$ cat src/rtl/jam_cost_server_if.sv
// jam_cost_server_if: load stream and cost lookup bus between the JAM assignment engine and the cost server.
//  master: producer/engine side (drives LD_VALID, LD_DATA, RELOAD, W, J)
//  slave : cost server side (drives LD_READY, TABLE_RDY, Cost, LB_SUM, ACC_CNT)
interface jam_cost_server_if #(
  parameter int COST_W = 7,
  parameter int SUM_W  = 10,
  parameter int CNT_W  = 16
);
  logic              LD_VALID;
  logic [COST_W-1:0] LD_DATA;
  logic              LD_READY;
  logic              RELOAD;
  logic              TABLE_RDY;
  logic [2:0]        W;
  logic [2:0]        J;
  logic [COST_W-1:0] Cost;
  logic [SUM_W-1:0]  LB_SUM;
  logic [CNT_W-1:0]  ACC_CNT;
  modport master (
    output LD_VALID, LD_DATA, RELOAD, W, J,
    input  LD_READY, TABLE_RDY, Cost, LB_SUM, ACC_CNT
  );
  modport slave (
    input  LD_VALID, LD_DATA, RELOAD, W, J,
    output LD_READY, TABLE_RDY, Cost, LB_SUM, ACC_CNT
  );
endinterface

$ cat src/rtl/jam_cost_server.sv
// jam_cost_server: 8x8 worker/job cost table with streamed row-major load, zero-latency lookup and row-minimum lower bound.
//  CLK   : clock, rising edge
//  RST_N : asynchronous active-low reset
//  bus   : jam_cost_server_if.slave (load stream, RELOAD, W/J -> Cost, TABLE_RDY, LB_SUM, ACC_CNT)
//  Optional macro ACCESS_CNT_EN: enables the saturating address-change counter on ACC_CNT.
module jam_cost_server #(
  parameter int COST_W = 7,
  parameter int N      = 8,
  parameter int SUM_W  = 10,
  parameter int CNT_W  = 16
) (
  input logic               CLK,
  input logic               RST_N,
  jam_cost_server_if.slave  bus
);
  typedef enum logic {LOAD, SERVE} state_t;
  state_t            state, state_nx;
  logic [5:0]        idx;
  logic [COST_W-1:0] row_min, beat_min;
  logic [SUM_W-1:0]  lb_sum;
  logic              accept;
  logic [COST_W-1:0] mem [N*N];
  // RELOAD wins over a simultaneous beat, so the beat is never written.
  assign accept   = bus.LD_VALID && state == LOAD && !bus.RELOAD;
  assign beat_min = bus.LD_DATA < row_min ? bus.LD_DATA : row_min;
  assign bus.LB_SUM = lb_sum;
  always_comb begin
    state_nx      = state;
    bus.LD_READY  = state == LOAD;
    bus.TABLE_RDY = state == SERVE;
    bus.Cost      = state == SERVE ? mem[{bus.W, bus.J}] : '0;
    if (bus.RELOAD)
      state_nx = LOAD;
    else if (accept && idx == 6'd63)
      state_nx = SERVE;
  end
  always_ff @(posedge CLK or negedge RST_N) begin
    if (!RST_N) begin
      state   <= LOAD;
      idx     <= '0;
      row_min <= '1;
      lb_sum  <= '0;
    end else begin
      state <= state_nx;
      if (bus.RELOAD) begin
        idx     <= '0;
        row_min <= '1;
        lb_sum  <= '0;
      end else if (accept) begin
        idx <= idx + 6'd1;
        // Last beat of a row folds its minimum into the bound and re-arms the row tracker.
        if (idx[2:0] == 3'd7) begin
          lb_sum  <= lb_sum + SUM_W'(beat_min);
          row_min <= '1;
        end else begin
          row_min <= beat_min;
        end
      end
    end
  end
  always_ff @(posedge CLK) begin
    if (accept)
      mem[idx] <= bus.LD_DATA;
  end
`ifdef ACCESS_CNT_EN
  logic [5:0]       addr_q;
  logic             addr_vld;
  logic [CNT_W-1:0] acc_cnt;
  assign bus.ACC_CNT = acc_cnt;
  // addr_vld is low on the first SERVE cycle so that cycle always counts as a change.
  always_ff @(posedge CLK or negedge RST_N) begin
    if (!RST_N) begin
      addr_q   <= '0;
      addr_vld <= 1'b0;
      acc_cnt  <= '0;
    end else if (bus.RELOAD) begin
      addr_vld <= 1'b0;
      acc_cnt  <= '0;
    end else if (state == SERVE) begin
      addr_q   <= {bus.W, bus.J};
      addr_vld <= 1'b1;
      if ((!addr_vld || addr_q != {bus.W, bus.J}) && acc_cnt != '1)
        acc_cnt <= acc_cnt + 1'b1;
    end else begin
      addr_vld <= 1'b0;
    end
  end
`else
  assign bus.ACC_CNT = '0;
`endif
endmodule

$ cat src/flat_wrapper.sv
// flat-port wrapper written by rule: the top's interface ports become plain ports
module jam_cost_server_flat 
#(
  parameter int COST_W = 7,
  parameter int N      = 8,
  parameter int SUM_W  = 10,
  parameter int CNT_W  = 16
)
  (CLK, RST_N, bus_LD_VALID, bus_LD_DATA, bus_RELOAD, bus_W, bus_J, bus_LD_READY, bus_TABLE_RDY, bus_Cost, bus_LB_SUM, bus_ACC_CNT);
  jam_cost_server_if #(.COST_W(COST_W), .SUM_W(SUM_W), .CNT_W(CNT_W)) bus_i ();
  input logic CLK;
  input logic RST_N;
  input wire logic [$bits(bus_i.LD_VALID)-1:0] bus_LD_VALID;
  input wire logic [$bits(bus_i.LD_DATA)-1:0] bus_LD_DATA;
  input wire logic [$bits(bus_i.RELOAD)-1:0] bus_RELOAD;
  input wire logic [$bits(bus_i.W)-1:0] bus_W;
  input wire logic [$bits(bus_i.J)-1:0] bus_J;
  output wire logic [$bits(bus_i.LD_READY)-1:0] bus_LD_READY;
  output wire logic [$bits(bus_i.TABLE_RDY)-1:0] bus_TABLE_RDY;
  output wire logic [$bits(bus_i.Cost)-1:0] bus_Cost;
  output wire logic [$bits(bus_i.LB_SUM)-1:0] bus_LB_SUM;
  output wire logic [$bits(bus_i.ACC_CNT)-1:0] bus_ACC_CNT;
  assign bus_i.LD_VALID = bus_LD_VALID;
  assign bus_i.LD_DATA = bus_LD_DATA;
  assign bus_i.RELOAD = bus_RELOAD;
  assign bus_i.W = bus_W;
  assign bus_i.J = bus_J;
  assign bus_LD_READY = bus_i.LD_READY;
  assign bus_TABLE_RDY = bus_i.TABLE_RDY;
  assign bus_Cost = bus_i.Cost;
  assign bus_LB_SUM = bus_i.LB_SUM;
  assign bus_ACC_CNT = bus_i.ACC_CNT;
  jam_cost_server #(.COST_W(COST_W), .N(N), .SUM_W(SUM_W), .CNT_W(CNT_W)) u_core (.CLK(CLK), .RST_N(RST_N), .bus(bus_i));
endmodule
$ cat config.mk
export PLATFORM = sky130hd
export DESIGN_NAME = jam_cost_server_flat
export DESIGN_NICKNAME = d
export VERILOG_FILES = /design/src/rtl/jam_cost_server_if.sv /design/src/rtl/jam_cost_server.sv /design/src/flat_wrapper.sv
export SDC_FILE = /design/constraint.sdc
export NUM_CORES = 1
export LEC_CHECK = 0
export CAP_MARGIN = 10
export CORE_MARGIN = 2
export CORE_UTILIZATION = 45
export DETAILED_ROUTE_END_ITERATION = 6
export DONT_BUFFER_PORTS = 1
export GPL_ROUTABILITY_DRIVEN = 0
export GPL_TIMING_DRIVEN = 0
export PLACE_DENSITY_LB_ADDON = 0.2
export SLEW_MARGIN = 40
export SYNTH_ARGS = -nofsm -noshare
export SYNTH_HDL_FRONTEND = slang
export SYNTH_SLANG_ARGS = --single-unit
export TNS_END_PERCENT = 1
$ cat constraint.sdc
create_clock -name CLK -period 8.15 [get_ports CLK]
set_input_delay 1.63 -clock CLK [delete_from_list [all_inputs] [get_ports CLK]]
set_output_delay 1.63 -clock CLK [all_outputs]
set_load 0.01 [all_outputs]
# After elaboration in Yosys (flattened, before gate mapping)
# Memories as Yosys holds them, arrays and structs flattened.
# Cells that the tools add are included.
[classes]
eq_ne = 2
bitwise = 1
n_reduce_logical = 8
mux = 14
addsub = 2
n_lt_le_gt_ge = 1
[op_table]
columns = ["op", "n"]
rows = [
  ["7-bit 2-to-1 mux", 5],
  ["10-bit 2-to-1 mux", 3],
  ["6-bit 2-to-1 mux", 2],
  ["10-bit by 7-bit adder with 10-bit output", 1],
  ["7-bit < comparator", 1],
  ["6-bit by 1-bit adder with 6-bit output, second input constant", 1],
  ["6-bit equality test, second input constant", 1],
  ["2-bit nonzero test", 3],
  ["1-bit 2-to-1 mux", 4],
  ["3-bit equality test, second input constant", 1],
  ["1-bit logical AND", 3],
  ["2-bit AND reduction", 1],
  ["1-bit zero test", 1],
  ["1-bit inverter", 1],
]
[totals]
regBits = 24
input_bits = 17
mem_count = 1
ramBits = 448
word_cells = 33
output_inout_bits = 35
[memory_table]
columns = ["memory", "depth", "width", "rd", "rd_ports_with_merged_regs", "write_ports", "line", "rtl"]
rows = [
  ["u_core.mem", 64, 7, 1, 0, 1, "jam_cost_server.sv:22", "logic [COST_W-1:0] mem [N*N];"],
]

# Longest topological paths before layout
[depth]
depth_word = 6
mapped_depth = 16

# Least setup slack after synthesis
# OpenSTA, ideal clock, no wires.
[synth_timing]
path_type = "input to register"
start = "input port bus_LD_DATA[1]"
end = "register u_core.lb_sum[8] (netlist: u_core.bus.LB_SUM[8])"
required_ps = 8023
path_stages = 14
setup_time_ps = 127
slack_ps = 3189
arrival_time_ps = 4834
cell_sequence = "ha_1 a21o_1 a21oi_1 o211ai_1 clkbuf_1 mux2_1 ha_1 fa_1 a21o_1 a21oi_1 o21bai_1 a211o_1 nand2_1 mux2_1"
[synth_via]
elab_chain_cells = 6
[synth_lines]
columns = ["item", "line", "rtl"]
rows = [
  ["from (decl)", "flat_wrapper.sv:14", "input wire logic [$bits(bus_i.LD_DATA)-1:0] bus_LD_DATA;"],
  ["7-bit < comparator", "jam_cost_server.sv:25", "assign beat_min = bus.LD_DATA < row_min ? bus.LD_DATA : row_min;"],
  ["7-bit 2-to-1 mux (*)", "jam_cost_server.sv:25", ""],
  ["10-bit by 7-bit adder with 10-bit output (*)", "jam_cost_server.sv:53", "lb_sum <= lb_sum + SUM_W'(beat_min);"],
  ["10-bit 2-to-1 mux (*)", "jam_cost_server.sv:52", "if (idx[2:0] == 3'd7) begin"],
  ["10-bit 2-to-1 mux (*)", "jam_cost_server.sv:49", "end else if (accept) begin"],
  ["10-bit 2-to-1 mux (*)", "jam_cost_server.sv:45", "if (bus.RELOAD) begin"],
  ["to (signal assigned)", "jam_cost_server.sv:53", ""],
  ["to (decl)", "jam_cost_server.sv:20", "logic [SUM_W-1:0] lb_sum;"],
]
# Mark *: on every way between the ends. The rest lies on a longest branch, timed or not. The select of a mux whose other input is x is not followed.
# A chain may end at the register's enable or synchronous reset.

# Final worst setup path
[layout_timing]
start = "input port bus_J[2]"
end = "output port bus_Cost[3]"
[layout_via]
elab_chain_cells = 2
[layout_lines]
columns = ["item", "line", "rtl"]
rows = [
  ["from (decl)", "flat_wrapper.sv:17", "input wire logic [$bits(bus_i.J)-1:0] bus_J;"],
  ["memory 64 x 7 bit", "n/a", ""],
  ["7-bit 2-to-1 mux", "jam_cost_server.sv:31", "bus.Cost = state == SERVE ? mem[{bus.W, bus.J}] : '0;"],
  ["to (decl)", "flat_wrapper.sv:20", "output wire logic [$bits(bus_i.Cost)-1:0] bus_Cost;"],
]
# Every way passes these cells.

==> results.sh <==
export IMPL_port_buffers=0
export IMPL_overflow=0
export IMPL_drive_gt1_share_pct=22.8
export IMPL_hold_viol_final=0
export IMPL_route_vias_total=9790
export IMPL_htree_levels=2
export IMPL_critPathMostFrequentCell="buf_2"
export IMPL_nFillCells=3337
export IMPL_clk_latency_ps=590
export IMPL_area_delta_synth_final_pct=11.9
export IMPL_tns_ps=0
export IMPL_max_freq_ghz=0.163
export IMPL_finish_utilization_pct=51.3
export IMPL_rows=75
export IMPL_post_dp_cell_area_mm2=0.0201
export IMPL_synth_largest_area_cell="edfxtp_1"
export IMPL_start_kind="input pin"
export IMPL_cellLeakagePower_nw=7.03
export IMPL_rsz0062_at_grt="no"
export IMPL_synth_area_leaders="edfxtp_1, mux4_2, dfrtp_1, nor2_1, buf_4"
export IMPL_firstDrtPassIters=5
export IMPL_ant_nets=0
export IMPL_final_setup_viol_count=0
export IMPL_fin_ws_ps=2000
export IMPL_crit_chain="buf_4 -> buf_2 -> buf_2 -> clkbuf_1 -> a211oi_1 -> a21oi_1 -> mux2i_1 -> o22ai_1"
export IMPL_path_clk_slew_ps=70
export IMPL_holdPathEnd="u_core.bus.LB_SUM[3]"
export IMPL_min_from="u_core.bus.LB_SUM[3]"
export IMPL_max_cap_viol_count=0
export IMPL_drt_wirelength_per_cell_um=28.7
export IMPL_period_share_pct=75.5
export IMPL_antenna_found_initial=0
export IMPL_rrSetupSlack_ps=3730
export IMPL_crit_buf_inv=4
export IMPL_hold_class="reg -> reg"
export IMPL_grtUsageTotal_pct=22.0
export IMPL_cts_buffers=49
export IMPL_criticalPathCategory="in -> out"
export IMPL_cts_setup_buffers=0
export IMPL_crit_slowest_cell="clkbuf_1"
export IMPL_n_antenna_cell=0
export IMPL_ys_async_sr_fraction_pct=5.08
export IMPL_synth_seq_cells=472
export IMPL_final_cell_area_mm2=0.0216
export IMPL_wl_um=47500
export IMPL_tightest_slew_ps=824
export IMPL_r2r_start="u_core.row_min[1]"
export IMPL_layout_area_seq_mm2=0.0141
export IMPL_die_y_um=211
export IMPL_power_mw=5.10
export IMPL_crit_required_ps=6520
export IMPL_final_net_count=1111
export IMPL_vias_per_cell=5.93
export IMPL_synth_edff_count=448
export IMPL_ios=52
export IMPL_dp_cells=1566
export IMPL_dp_hpwl_um=29700
export IMPL_synthFlopType="edfxtp_1"
export IMPL_endpoint_kind="output port"
export IMPL_cts_max_path_buffers=3
export IMPL_hold_path_depth=2
export IMPL_postCtsHoldBufs=0
export IMPL_initial_core_util_pct=45.9
export IMPL_cts_sinks=472
export IMPL_period_needed_ps=6150
export IMPL_die_w_um=211
export IMPL_core_mm2=0.0421
export IMPL_cp_data_arrival_time_ps=4520
export IMPL_die_area_mm2=0.0446
export IMPL_grt_max_degree=68
export IMPL_syn_inst=1011
export IMPL_vdd_ir_drop_max_mv=0.129
export IMPL_worstPathMaxFanout=10
export IMPL_max_stage_delay_ps=620
export IMPL_path_delay_family="buffers and inverters"
export IMPL_netlist_area_mm2=0.0193
export IMPL_ys_types=55
export IMPL_relSlewSlack_pct=44.9
export IMPL_ys_seq_area_share_pct=72.8
export IMPL_reg2reg_to="u_core.bus.LB_SUM[8]"
export IMPL_synth_top_area_share_pct=69.6
export IMPL_reg2reg_depth=15
export IMPL_root_buffer="clkbuf_16"
export IMPL_synth_avg_cell_area_um2=19.1
export IMPL_grt_pass1_vias=9925
export IMPL_cts_resized=0
export IMPL_drtIter0Drc=964
export IMPL_cts_tree="yes"
export IMPL_maxSlewViolCount=0
export IMPL_p_per_area_mw_per_mm2=236
export IMPL_hold_slack_ps=613
export IMPL_multi_input_area_mm2=0.00486
export IMPL_place_ws_ps=2050
export IMPL_final_setup_skew_ps=15.6
export IMPL_grt_pass1_wl_um=69100
export IMPL_synth_warnings=0
export IMPL_status="completed"
export IMPL_drcViolationCount=0
export IMPL_finalNonFillerCells=1651
## placed cells by master (no fill, tap or decap), drive strengths merged, types with 2 or more instances in the layout
| master | synthesis | final |
|---|---|---|
| a211oi | 16 | 16 |
| a21o | 4 | 4 |
| a21oi | 25 | 25 |
| and2 | 2 | 2 |
| and3 | 6 | 6 |
| buf | 49 | 50 |
| bufinv | 0 | 6 |
| clkbuf | 20 | 79 |
| clkinv | 1 | 17 |
| clkinvlp | 0 | 2 |
| conb | 1 | 16 |
| dfrtp | 17 | 17 |
| dfstp | 7 | 7 |
| edfxtp | 448 | 448 |
| ha | 15 | 15 |
| inv | 10 | 12 |
| mux2 | 10 | 10 |
| mux2i | 15 | 15 |
| mux4 | 121 | 121 |
| nand2 | 34 | 34 |
| nand2b | 8 | 8 |
| nand3 | 11 | 11 |
| nand3b | 3 | 3 |
| nand4 | 6 | 6 |
| nand4b | 3 | 3 |
| nor2 | 80 | 80 |
| nor2b | 20 | 20 |
| nor3 | 9 | 9 |
| nor4 | 8 | 8 |
| o21ai | 14 | 14 |
| o21bai | 9 | 9 |
| o221ai | 3 | 3 |
| o22ai | 8 | 8 |
| or2 | 4 | 4 |
| or3 | 4 | 4 |
| or4 | 2 | 2 |
| xnor2 | 4 | 4 |
| xor2 | 3 | 3 |
## cell families (layout without fill, tap and decap cells)
logic type,count (synthesis),in the layout,synth area share [%]
simple gates,201,201,4.98
xor+xnor,7,7,0.317
buf+inv,80,166,2.45
compound gates,88,88,2.91
fa+ha+maj,16,16,1.07
other cells,1,16,0.0194
mux,146,146,15.5
flops,472,472,72.8
## synthesized netlist by cell type (6+ instances only)
master and instances:
nand2b_1 8, mux4_2 121, o21bai_1 9, nor4_1 8, and3_1 6, dfstp_2 7
nand3_1 11, o21ai_1 9, a21oi_1 25, inv_1 9, o22ai_1 8, buf_4 30
nand2_1 34, nor2b_1 20, edfxtp_1 448, a211oi_1 16, buf_2 9, mux2i_1 15
nor3_1 9, clkbuf_1 20, nand4_1 6, nor2_1 80, dfrtp_1 17, ha_1 15
## flip-flops by register name (all words and copies together), names as in the netlist
signal                cells
u_core.mem              448
u_core.bus.LB_SUM        10
u_core.row_min            7
u_core.idx                6
u_core.bus.TABLE_RDY      1
## metal layers
metal	track usage, %	wire [um]	vias to the layer above
met5	0	0	-
met4	6.44	1330	0
met3	6.78	4410	88
li1	-	-	4199
met2	34.3	22300	392
met1	30.0	19500	5111
## how the worst max path moves through the flow
stage | from | end | slack [ps] | depth (start not counted)
detailed placement | bus_J[2] | bus_Cost[3] | 2050 | 8
global placement | bus_J[2] | bus_Cost[3] | 2080 | 8
global route | bus_J[2] | bus_Cost[2] | 1920 | 7
finish | bus_J[2] | bus_Cost[3] | 2000 | 8
CTS | bus_J[2] | bus_Cost[3] | 2070 | 8
floorplan | bus_LD_DATA[1] | u_core.bus.LB_SUM[8] | 3190 | 14
## area by class of cell
class | instances | area share, %
clock inverters | 26 | 1.32
clock buffers | 59 | 5.84
inverters | 11 | 0.191
well taps | 539 | 3.12
multi-input cells | 474 | 22.5
plain buffers | 69 | 2.00
repair buffers | 1 | 0.0521
flip-flops and latches | 472 | 65.0
## worst register-to-register path: stages (launching register included)
cell	delay, ps
dfstp_2	520
inv_1	50
ha_1	270
a21o_1	100
a21oi_1	80
o211ai_1	510
clkbuf_1	470
mux2_1	380
ha_1	220
fa_1	440
a21o_1	200
a21oi_1	230
o21bai_1	130
a211o_1	310
nand2_1	80
mux2_1	310
## where the power goes
group / total (mW) / internal [mW] / switching [mW] / leakage (nW)
Sequential: 2.67 / 2.66 / 0.00358 / 4.34
Combinational: 0.227 / 0.0983 / 0.129 / 1.93
Clock: 2.21 / 1.29 / 0.921 / 0.755
Total: 5.10 / 4.05 / 1.05 / 7.03
Note: power is estimated with default switching activity, not from simulation.
